## config.mk

```make
export PLATFORM = sky130hd
export DESIGN_NAME = pc_fetch_unit
export DESIGN_NICKNAME = d
export VERILOG_FILES = /design/src/rtl/pc_fetch_unit_pkg.sv /design/src/rtl/next_pc_sel.sv /design/src/rtl/pc_fetch_unit.sv
export SDC_FILE = /design/constraint.sdc
export NUM_CORES = 1
export LEC_CHECK = 0
export BUFFER_PORTS_ARGS = -buffer_cell sky130_fd_sc_hd__buf_2
export CAP_MARGIN = 20
export CORE_ASPECT_RATIO = 0.5
export CORE_UTILIZATION = 48
export CTS_CLUSTER_SIZE = 16
export DETAILED_ROUTE_END_ITERATION = 10
export PLACE_DENSITY = 0.75
export SETUP_SLACK_MARGIN = 0.2
export SYNTH_ARGS = -nofsm -noshare
export SYNTH_HDL_FRONTEND = slang
export SYNTH_SLANG_ARGS = --single-unit
```

## constraint.sdc

```tcl
create_clock -name clk -period 3.3 [get_ports clk]
set_input_delay 0.165 -clock clk [delete_from_list [all_inputs] [get_ports clk]]
set_output_delay 0.165 -clock clk [all_outputs]
set_load 0.02 [all_outputs]
```

## src/rtl/pc_fetch_unit_pkg.sv

```systemverilog
// rtl/pc_fetch_unit_pkg.sv - shared CPU types for the fetch unit: FSM states, reset PC, control bundle
package pc_fetch_unit_pkg;

  typedef enum logic [1:0] {
    S_FETCH     = 2'd0,
    S_EXEC      = 2'd1,
    S_WAIT_DMEM = 2'd2,
    S_UPDATE    = 2'd3
  } fetch_state_e;

  localparam logic [31:0] RESET_PC_DEFAULT = 32'h0000_0000;

  typedef struct packed {
    logic branch;
    logic jz;
    logic js;
    logic jmem;
    logic bmem;
    logic alu_zero;
  } ctl_t;

endpackage

```

## src/rtl/next_pc_sel.sv

```systemverilog
// rtl/next_pc_sel.sv - combinational branch/jump target computation and next-PC priority select
module next_pc_sel
  import pc_fetch_unit_pkg::*;
(
  input  logic [31:0] i_pc,
  input  logic [25:0] i_instr,
  input  ctl_t        i_ctl,
  input  logic        i_z,
  input  logic        i_mem_eq,
  input  logic [31:0] i_dmem_data,
  output logic [31:0] o_next_pc
);

  logic [31:0] w_pc_plus4;
  logic [31:0] w_br_off;
  logic [31:0] w_br_target;
  logic [31:0] w_jmp_target;
  logic [31:0] w_jmem_target;

  assign w_pc_plus4    = i_pc + 32'd4;
  assign w_br_off      = {{14{i_instr[15]}}, i_instr[15:0], 2'b00};
  assign w_br_target   = w_pc_plus4 + w_br_off;
  assign w_jmp_target  = {w_pc_plus4[31:28], i_instr, 2'b00};
  // Misaligned memory-indirect targets are word-aligned rather than trapped.
  assign w_jmem_target = i_dmem_data & 32'hFFFF_FFFC;

  always_comb begin
    o_next_pc = w_pc_plus4;
    if (i_ctl.jmem)                        o_next_pc = w_jmem_target;
    else if (i_ctl.bmem && i_mem_eq)       o_next_pc = w_br_target;
    else if (i_ctl.jz && i_z)              o_next_pc = w_jmp_target;
    else if (i_ctl.js)                     o_next_pc = w_jmp_target;
    else if (i_ctl.branch && i_ctl.alu_zero) o_next_pc = w_br_target;
  end

endmodule

```

## src/rtl/pc_fetch_unit.sv

```systemverilog
// rtl/pc_fetch_unit.sv - multi-cycle fetch FSM holding PC, instruction, Z flag and latched controls
module pc_fetch_unit
  import pc_fetch_unit_pkg::*;
#(
  parameter logic [31:0] RESET_PC = RESET_PC_DEFAULT
)
(
  input  logic        clk,
  input  logic        rst_n,
  output logic        imem_req,
  output logic [31:0] imem_addr,
  input  logic        imem_ready,
  input  logic [31:0] imem_rdata,
  output logic [31:0] instr,
  output logic        instr_valid,
  input  logic        ex_done,
  input  logic        branch,
  input  logic        jz,
  input  logic        js,
  input  logic        jmem,
  input  logic        bmem,
  input  logic        alu_zero,
  input  logic        dmem_ready,
  input  logic [31:0] dmem_rdata,
  input  logic        mem_eq,
  input  logic        flag_we,
  input  logic        flag_z,
  output logic [31:0] pc,
  output logic [31:0] pc_plus4,
  output logic        exc_misalign
);

  fetch_state_e r_state;
  logic [31:0]  r_pc;
  logic [31:0]  r_instr;
  logic [31:0]  r_dmem_data;
  ctl_t         r_ctl;
  logic         r_z;
  logic         r_z_snap;
  logic         r_mem_eq;
  logic         r_exc;
  logic         r_instr_valid;
  logic [31:0]  w_next_pc;

  next_pc_sel u_next_pc_sel (
    .i_pc        (r_pc),
    .i_instr     (r_instr[25:0]),
    .i_ctl       (r_ctl),
    .i_z         (r_z_snap),
    .i_mem_eq    (r_mem_eq),
    .i_dmem_data (r_dmem_data),
    .o_next_pc   (w_next_pc)
  );

  always_ff @(posedge clk or negedge rst_n) begin
    if (!rst_n) begin
      r_state       <= S_FETCH;
      r_pc          <= RESET_PC;
      r_instr       <= '0;
      r_dmem_data   <= '0;
      r_ctl         <= '0;
      r_z           <= 1'b0;
      r_z_snap      <= 1'b0;
      r_mem_eq      <= 1'b0;
      r_exc         <= 1'b0;
      r_instr_valid <= 1'b0;
    end else begin
      case (r_state)
        S_FETCH: begin
          if (imem_ready) begin
            r_instr       <= imem_rdata;
            r_instr_valid <= 1'b1;
            r_state       <= S_EXEC;
          end
        end
        S_EXEC: begin
          if (ex_done) begin
            r_ctl    <= {branch, jz, js, jmem, bmem, alu_zero};
            // jz must see the flag as it stood before this instruction's own update.
            r_z_snap <= r_z;
            if (flag_we) r_z <= flag_z;
            if (jmem || bmem) begin
              r_state <= S_WAIT_DMEM;
            end else begin
              r_instr_valid <= 1'b0;
              r_state       <= S_UPDATE;
            end
          end
        end
        S_WAIT_DMEM: begin
          if (dmem_ready) begin
            r_dmem_data   <= dmem_rdata;
            r_mem_eq      <= mem_eq;
            r_exc         <= r_ctl.jmem & (|dmem_rdata[1:0]);
            r_instr_valid <= 1'b0;
            r_state       <= S_UPDATE;
          end
        end
        S_UPDATE: begin
          r_pc    <= w_next_pc;
          r_exc   <= 1'b0;
          r_state <= S_FETCH;
        end
        default: r_state <= S_FETCH;
      endcase
    end
  end

  assign imem_req     = (r_state == S_FETCH);
  assign imem_addr    = r_pc;
  assign instr        = r_instr;
  assign instr_valid  = r_instr_valid;
  assign pc           = r_pc;
  assign pc_plus4     = r_pc + 32'd4;
  assign exc_misalign = r_exc;

endmodule

```

==> results.yml, run 1 <==
outcome:
  outcome: "complete, but fails checks"
  violations: "negative setup slack"
sta:
  fin_crit_ns: 3.461
  finalSetupViolCount: 5
  layout_setup_ws_ns: -0.1608
  worstMarginPinSlew_ns: 0.8311
  fin_crit_sh: 1.049
  rsz0062_at_grt: "true"
  max_freq_mhz: 289.0
  hold_viol: 0
  skew_ns: 0.01414
  slew_headroom: 0.4459
  slew_violations: 0
layout:
  finalInstanceArea_sq_um: 10640
  diodes: 0
  final_nets: 1175
  syn_to_final_growth_pct: 48.52
  drive_gt1_frac: 0.5589
synthesis:
  ys_top_cells_by_area: "dfrtp_1 37%, mux2_2 12%, ha_1 7.0%"
  synth-edff-count: 0
  ys_seq_area_frac: 0.3669
  post-synth-top-count-cell: "dfrtp_1"
  ys_seq_elements: 105
  synthCells: 738
  synth_top_cell_area_share: 0.3669
  ys_warn_count: 0
  ys_types: 65
  synth_commonest_cells: "105 x dfrtp_1, 74 x mux2_2, 51 x a21oi_1"
  ys.flop_type: "dfrtp_1"
  async_flop_share: 1.000
  avgSynthCellArea_sq_um: 9.704
  synth_top_cell_by_area: "dfrtp_1"
  syn_area_sq_um: 7162
setup_path:
  end_kind: "flip-flop"
  r2r_cells: 17
  r2r-end: "imem_addr[31]"
  path_max_fanout: 4
  crit_arrival_ns: 3.75
  r2r_slack_ns: -0.16
  cp-start-kind: "flip-flop"
  worst_ep_required_time_ns: 3.59
  critical_path_class: "reg -> reg"
  regToRegStartpoint: "imem_addr[7]"
die:
  rows: 31
  die_area_sq_um: 15440
  core_sq_um: 14510
  initial_utilization: 0.4937
  io_pins: 209
  die_w_microns: 174.7
  fp.dieH_microns: 88.38
global_routing:
  grtUsageMet3: 0.05799
  gr-usage-all-layers: 0.3113
  grt_max_degree: 59
  grt_pass1_vias: 7128
  overflow: 0
  top_usage_layer: "met2"
  antenna_found_initial: 0
  grt_pass1_wl_microns: 37020
  gr-usage-met2: 0.5548
  met1_usage: 0.3815
route:
  viasPerCell: 5.647
  wirelength_microns: 24630
  route.detailed.drc: 0
  ant_nets: 0
  drtIter0Drc: 517
  wire_per_inst_microns: 19.56
  vias: 7110
  firstDrtPassIters: 5
clock_network:
  clk_latency_ns: 0.36
  h-tree-depth: 3
  cts.clk_slew.worst_paths_ns: 0.09
  numClockSinks: 105
  cts_buffer_depth: 2
  cts_root_buf: "clkbuf_16"
  cts_tree: "yes"
  cts_buffers: 9
hold_path:
  hold_class: "in -> reg"
  hold_end: "instr[0]"
  hold_start: "imem_rdata[0]"
  whs_path_depth: 2
placement:
  dp_hpwl_microns: 18080
  place_area_sq_um: 9443
  io_buffers: 202
  place_ws_ns: -0.2549
  gp_congestion: 0.9046
flow_run:
  cap_violations: 0
## critical path, cell delays in order (launching register included)
cell	delay, ns
dfrtp_2	0.37
and3_4	0.20
buf_12	0.10
nand3_4	0.10
nor2_4	0.22
nand2_2	0.09
xnor2_2	0.15
ha_1	0.32
nand2_2	0.10
o21ai_1	0.26
o2111ai_2	0.17
o211ai_2	0.22
buf_4	0.15
a21oi_4	0.06
o41ai_4	0.22
xnor2_1	0.12
or4_1	0.42
nand3_1	0.10
## area by class of cell
cell class / instances / area (sq um)
inverters: 22 / 82.58
flip-flops and latches: 105 / 2641
clock inverters: 6 / 67.56
clock buffers: 10 / 239.0
multi-input cells: 554 / 5045
well taps: 198 / 247.7
fillers: 1101 / 3870
repair buffers: 364 / 2313
## per-layer routing
layer  routed length, microns  share of wire  vias to the layer above
met5                        0              0                        -
met4                      545          0.022                        0
met3                     1371          0.056                       54
met2                    12170           0.49                      258
met1                    10540           0.43                     3472
li1                         -              -                     3326
## metrics by stage
step           cells    util  TNS (ns)  hold slack [ns]
2_1_floorplan    743       -   -0.8349          -0.1306
3_3_place_gp    1210  0.6509   -0.7829           0.2925
3_5_place_dp    1210  0.6509    -1.798           0.3064
4_1_cts         1246  0.7039   -0.4712          0.02694
5_1_grt         1259  0.7332    -2.209          0.03232
6_report        1259  0.7332   -0.4843          0.02384
## worst max-delay path by stage
| stage | slack, ns | to | start |
|---|---|---|---|
| 5_1_grt | -0.36 | imem_addr[29] | imem_addr[7] |
| 2_1_floorplan | -0.23 | imem_addr[31] | imem_addr[13] |
| 6_report | -0.16 | imem_addr[31] | imem_addr[7] |
| 3_3_place_gp | -0.17 | imem_addr[28] | imem_addr[11] |
| 3_5_place_dp | -0.25 | imem_addr[31] | imem_addr[2] |
| 4_1_cts | -0.15 | imem_addr[29] | imem_addr[7] |
## cell families after synthesis
group,count (synthesis),share of synthesized area
compound gates,207,0.1932
xor+xnor,52,0.06359
fa+ha+maj,41,0.07268
buf+inv,84,0.06586
flops,105,0.3669
mux,77,0.1205
other cells,1,0.0005236
simple gates,171,0.1167
## registers in the layout (all words and copies together), names as in the netlist
register and count:
instr_valid 1, r_z_snap 1, r_z 1, imem_addr 30, r_state 2, instr 32
r_dmem_data 30, r_mem_eq 1, exc_misalign 1, r_ctl 6
## what timing repair did
item	in CTS	in global routing
buffers inserted	19	13
hold buffers	1	0
endpoints found under the hold margin	57	0
endpoints found under the setup margin	18	19
pin swaps	57	41
resized for setup	62	65
## layout by cell type, fill, tap and decap left out, types with 11 or more instances in the layout
cell / netlist / final
xor2_1: 22 / 17
o21ai_0: 43 / 31
xnor2_2: 0 / 11
xnor2_1: 30 / 13
a21oi_1: 51 / 31
nand2_1: 44 / 37
nor2_1: 49 / 43
dfrtp_2: 0 / 11
dfrtp_1: 105 / 94
buf_6: 0 / 15
inv_1: 22 / 22
a221oi_1: 17 / 13
ha_4: 0 / 11
ha_1: 40 / 26
mux2_2: 74 / 74
a21oi_2: 1 / 16
buf_2: 1 / 201
a21o_1: 15 / 15
buf_4: 39 / 145
Power of run 1 is not shown: default switching activity piles up to over one toggle a cycle in this logic, so the estimate is an artifact.
==> run 2, diff against run 1 <==
==> constraint.sdc (replaced) <==
create_clock -name clk -period 3.3 [get_ports clk]
set_input_delay 0.33 -clock clk [delete_from_list [all_inputs] [get_ports clk]]
set_output_delay 0.33 -clock clk [all_outputs]
set_load 0.02 [all_outputs]
==> results.yml, run 2 (synthesis gave the netlist of run 1 again) <==
layout:
  diodes: 0
  drive_gt1_frac: 0.5414
  instances_no_fill: 1260
  nFillCells: 1160
  largest_reg_flops: 32
  final_nets: 1176
  syn_to_final_growth_pct: 45.47
  layout_common_cells: "201 x buf_2, 157 x buf_4, 94 x dfrtp_1"
  layout_commonest_cell: "buf_2"
clock_network:
  cts_buffers: 9
  hold_buffers: 0
  cts_buffer_depth: 2
  cts_tree: "yes"
  clk_latency_ns: 0.36
  cts_root_buf: "clkbuf_16"
  h-tree-depth: 3
  numClockSinks: 105
  cts.clk_slew.worst_paths_ns: 0.08
sta:
  fin_crit_ns: 3.441
  skew_ns: 0.01040
  slew_headroom: 0.4734
  rsz0062_at_grt: "true"
  fin_crit_sh: 1.043
  finalSetupViolCount: 7
  worstMarginPinSlew_ns: 0.7898
  max_freq_mhz: 290.6
  layout_setup_ws_ns: -0.1411
  slew_violations: 0
  hold_viol: 0
route:
  route.detailed.drc: 0
  wirelength_microns: 23980
  viasPerCell: 5.652
  drtIter0Drc: 365
  ant_nets: 0
  vias: 7121
  wire_per_inst_microns: 19.03
  firstDrtPassIters: 5
placement:
  gp_congestion: 0.8796
  io_buffers: 202
  dp_hpwl_microns: 18060
  place_inst: 1221
flow_run:
  cap_violations: 0
global_routing:
  overflow: 0
  antenna_found_initial: 0
  gr-usage-met2: 0.5494
  gr-usage-all-layers: 0.3095
  top_usage_layer: "met2"
  grt_pass1_wl_microns: 36960
  met1_usage: 0.3941
  grtUsageMet3: 0.04940
  grt_pass1_vias: 7028
  grt_max_degree: 58
die:
  io_pins: 209
  fp.dieH_microns: 88.38
  die_w_microns: 174.7
  initial_utilization: 0.4937
  core_sq_um: 14510
  rows: 31
  die_area_sq_um: 15440
setup_path:
  cp-start-kind: "flip-flop"
  critical_path_class: "reg -> reg"
  path_max_fanout: 4
  end_kind: "flip-flop"
  worst_ep_required_time_ns: 3.59
  crit_arrival_ns: 3.73
outcome:
  outcome: "complete, but fails checks"
  violations: "negative setup slack"
hold_path:
  hold_class: "in -> async"
run 2: metal layers:
layer / up-vias / part of all wire
met5: - / 0
met4: 0 / 0.018
met3: 37 / 0.056
met2: 242 / 0.49
met1: 3519 / 0.43
li1: 3323 / -
run 2: final timing paths:
| path | start | endpoint | slack [ns] | depth (start not counted) |
|---|---|---|---|---|
| setup / recovery | imem_addr[6] | imem_addr[31] | -0.14 | 16 |
| hold / removal | rst_n | instr[28] | 0.05 | 1 |
| setup reg to reg | imem_addr[6] | imem_addr[31] | -0.14 | 16 |
| hold reg to reg | instr[27] | instr[27] | 0.50 | 1 |
| max in group asynchronous | rst_n | imem_addr[9] | 2.47 | 2 |
| min in group clk | imem_rdata[27] | instr[27] | 0.20 | 2 |
run 2: per-stage QoR:
step                        util  instance area [sq um]  TNS, ns  hold WS (ns)  setup WS [ns]
after CTS                 0.6964                  10100  -0.3116       0.07048        -0.1324
after global routing      0.7182                  10420   -2.140        0.1037        -0.3148
after floorplan                -                   7589  -0.8349       0.03441        -0.2338
after detailed placement  0.6566                   9525   -1.358        0.4524        -0.2101
after global placement    0.6566                   9525  -0.6584        0.4425        -0.1374
final                     0.7182                  10420  -0.5313       0.04629        -0.1411
run 2: timing repair:
| action | 4_1_cts | 5_1_grt |
|---|---|---|
| gates resized for setup | 45 | 44 |
| pin swaps | 18 | 31 |
| setup endpoints to repair | 17 | 19 |
| buffers inserted | 10 | 13 |
run 2: critical path, stage by stage, from the launching register on:
cell and delay [ns]:
dfrtp_2 0.37, and3_4 0.21, and4_4 0.27, nand3_4 0.15, nor2_4 0.17, xnor2_4 0.09
ha_4 0.31, nand2_4 0.08, o31ai_4 0.25, o2111ai_2 0.17, o211ai_2 0.22, buf_4 0.15
a21oi_4 0.07, o41ai_4 0.23, xnor2_1 0.12, or4_1 0.42, nand3_1 0.09
run 2: final cells by class:
| class | count | area, sq um | area share |
|---|---|---|---|
| inverters | 22 | 82.58 | 0.007926 |
| flip-flops and latches | 105 | 2641 | 0.2535 |
| repair buffers | 365 | 2272 | 0.2181 |
| multi-input cells | 554 | 4888 | 0.4692 |
| clock buffers | 10 | 229.0 | 0.02198 |
| well taps | 198 | 247.7 | 0.02378 |
| clock inverters | 6 | 57.56 | 0.005524 |
Power of run 2 is left out for the same reason.
==> run 3, diff against run 2 <==
- CELL_PAD_IN_SITES_DETAIL_PLACEMENT: not set -> 0
- CELL_PAD_IN_SITES_GLOBAL_PLACEMENT: not set -> 1
- CORE_UTILIZATION: 48 -> 36
- MAX_ROUTING_LAYER: not set -> met4
==> results.yml, run 3 (synthesis gave the netlist of run 1 again) <==
global_routing:
  grt_max_degree: 64
  antenna_found_initial: 0
  grt_pass1_wl_microns: 38270
  gr-usage-all-layers: 0.2513
  grt_pass1_vias: 7062
  overflow: 0
outcome:
  outcome: "complete, but fails checks"
  violations: "negative setup slack"
setup_path:
  critical_path_class: "reg -> reg"
  critical-path-max-stage-delay_ns: 0.41
  r2r-end: "imem_addr[31]"
  crit_arrival_ns: 3.75
  crit_path_cell_trace: "and3_4, and4_4, nand3_4, nor2_4, xnor2_4, ha_4, nand2_4, o31ai_4, o2111ai_2, o211ai_2, buf_4, a21oi_4, o41ai_4, xnor2_2, or4_1, nand3_1"
  cp_slowest_cell: "or4_1"
  regToRegStartpoint: "imem_addr[7]"
  r2r_slack_ns: -0.15
  r2r_cells: 16
  path_max_fanout: 4
  cp-start-kind: "flip-flop"
  worst_ep_required_time_ns: 3.60
  end_kind: "flip-flop"
hold_path:
  hold_class: "in -> async"
die:
  die_area_sq_um: 20500
  fp.dieH_microns: 101.7
  rows: 36
  core_sq_um: 19460
  die_w_microns: 201.5
  io_pins: 209
  initial_utilization: 0.3681
sta:
  worstMarginPinSlew_ns: 0.8647
  fin_crit_sh: 1.046
  rsz0062_at_grt: "true"
  hold_viol: 0
  max_freq_mhz: 289.8
  finalSetupViolCount: 7
  layout_setup_ws_ns: -0.1507
  fin_setup_tns_ns: -0.4196
  skew_ns: 0.01325
  fin_crit_ns: 3.451
  slew_headroom: 0.4215
  slew_violations: 0
placement:
  dp_hpwl_microns: 18470
  gp_congestion: 0.8946
  place_area_sq_um: 9643
  io_buffers: 202
  place_inst: 1288
route:
  vias: 7078
  wirelength_microns: 25030
  viasPerCell: 5.294
  drtIter0Drc: 265
  wire_per_inst_microns: 18.72
  route.detailed.drc: 0
  ant_nets: 0
  firstDrtPassIters: 5
layout:
  instances_no_fill: 1337
  fin_util: 0.5559
  diodes: 0
  layout_common_cells: "201 x buf_2, 153 x buf_4, 94 x dfrtp_1"
  syn_to_final_growth_pct: 51.03
  final_nets: 1185
  drive_gt1_frac: 0.5593
  finalInstanceArea_sq_um: 10820
  largest_reg_flops: 32
  layout_commonest_cell: "buf_2"
clock_network:
  hold_buffers: 0
  cts_buffer_depth: 2
  clk_latency_ns: 0.37
  cts.clk_slew.worst_paths_ns: 0.08
  h-tree-depth: 3
  cts_root_buf: "clkbuf_16"
  cts_buffers: 9
  numClockSinks: 105
  cts_tree: "yes"
flow_run:
  cap_violations: 0
run 3: layer usage:
metal  wire (microns)  vias up  GRT usage
li1                 -     3338          -
met2            12370      201     0.4186
met1            11200     3504     0.3134
met5                0        -          -
met4              507        0    0.08450
met3              957       35    0.04054
run 3: cell type report:
type	count	area, sq um
inverter	22	82.58
multi-input combinational	554	5036
timing repair buffer	374	2415
clock inverter	5	56.30
fill	1785	8642
sequential	105	2641
clock buffer	11	252.7
tap	266	332.8
run 3: critical path, delay by kind of cell (launching register included):
family                     cells  cell delay (ns)
DFF                            1             0.36
adders and majority gates      1             0.32
buffers and inverters          1             0.16
AOI/OAI and AO/OA              5             0.97
xor gates and xnor gates       2             0.22
and+or+nand+nor                7             1.34
run 3: worst max-delay path by stage:
stage | start | end | slack [ns] | cells past startpoint
detailed placement | imem_addr[2] | imem_addr[17] | -0.36 | 15
CTS | imem_addr[14] | imem_addr[31] | -0.22 | 16
finish | imem_addr[7] | imem_addr[31] | -0.15 | 16
global route | imem_addr[7] | imem_addr[31] | -0.31 | 16
global placement | imem_addr[2] | imem_addr[17] | -0.25 | 15
floorplan | imem_addr[13] | imem_addr[31] | -0.23 | 13
run 3: stage by stage:
stage,hold slack [ns],worst slack [ns]
after detailed placement,0.4848,-0.3630
after global routing,0.1310,-0.3129
after global placement,0.4816,-0.2490
after CTS,0.09683,-0.2247
final,0.05978,-0.1507
after floorplan,0.03441,-0.2338
run 3: repair_timing:
item,4_1_cts,5_1_grt
buffers inserted,22,11
gates resized for setup,76,46
endpoints found under the setup margin,19,20
pin swaps,77,41
hold endpoints to repair,0,0
Power of run 3 is left out for the same reason.
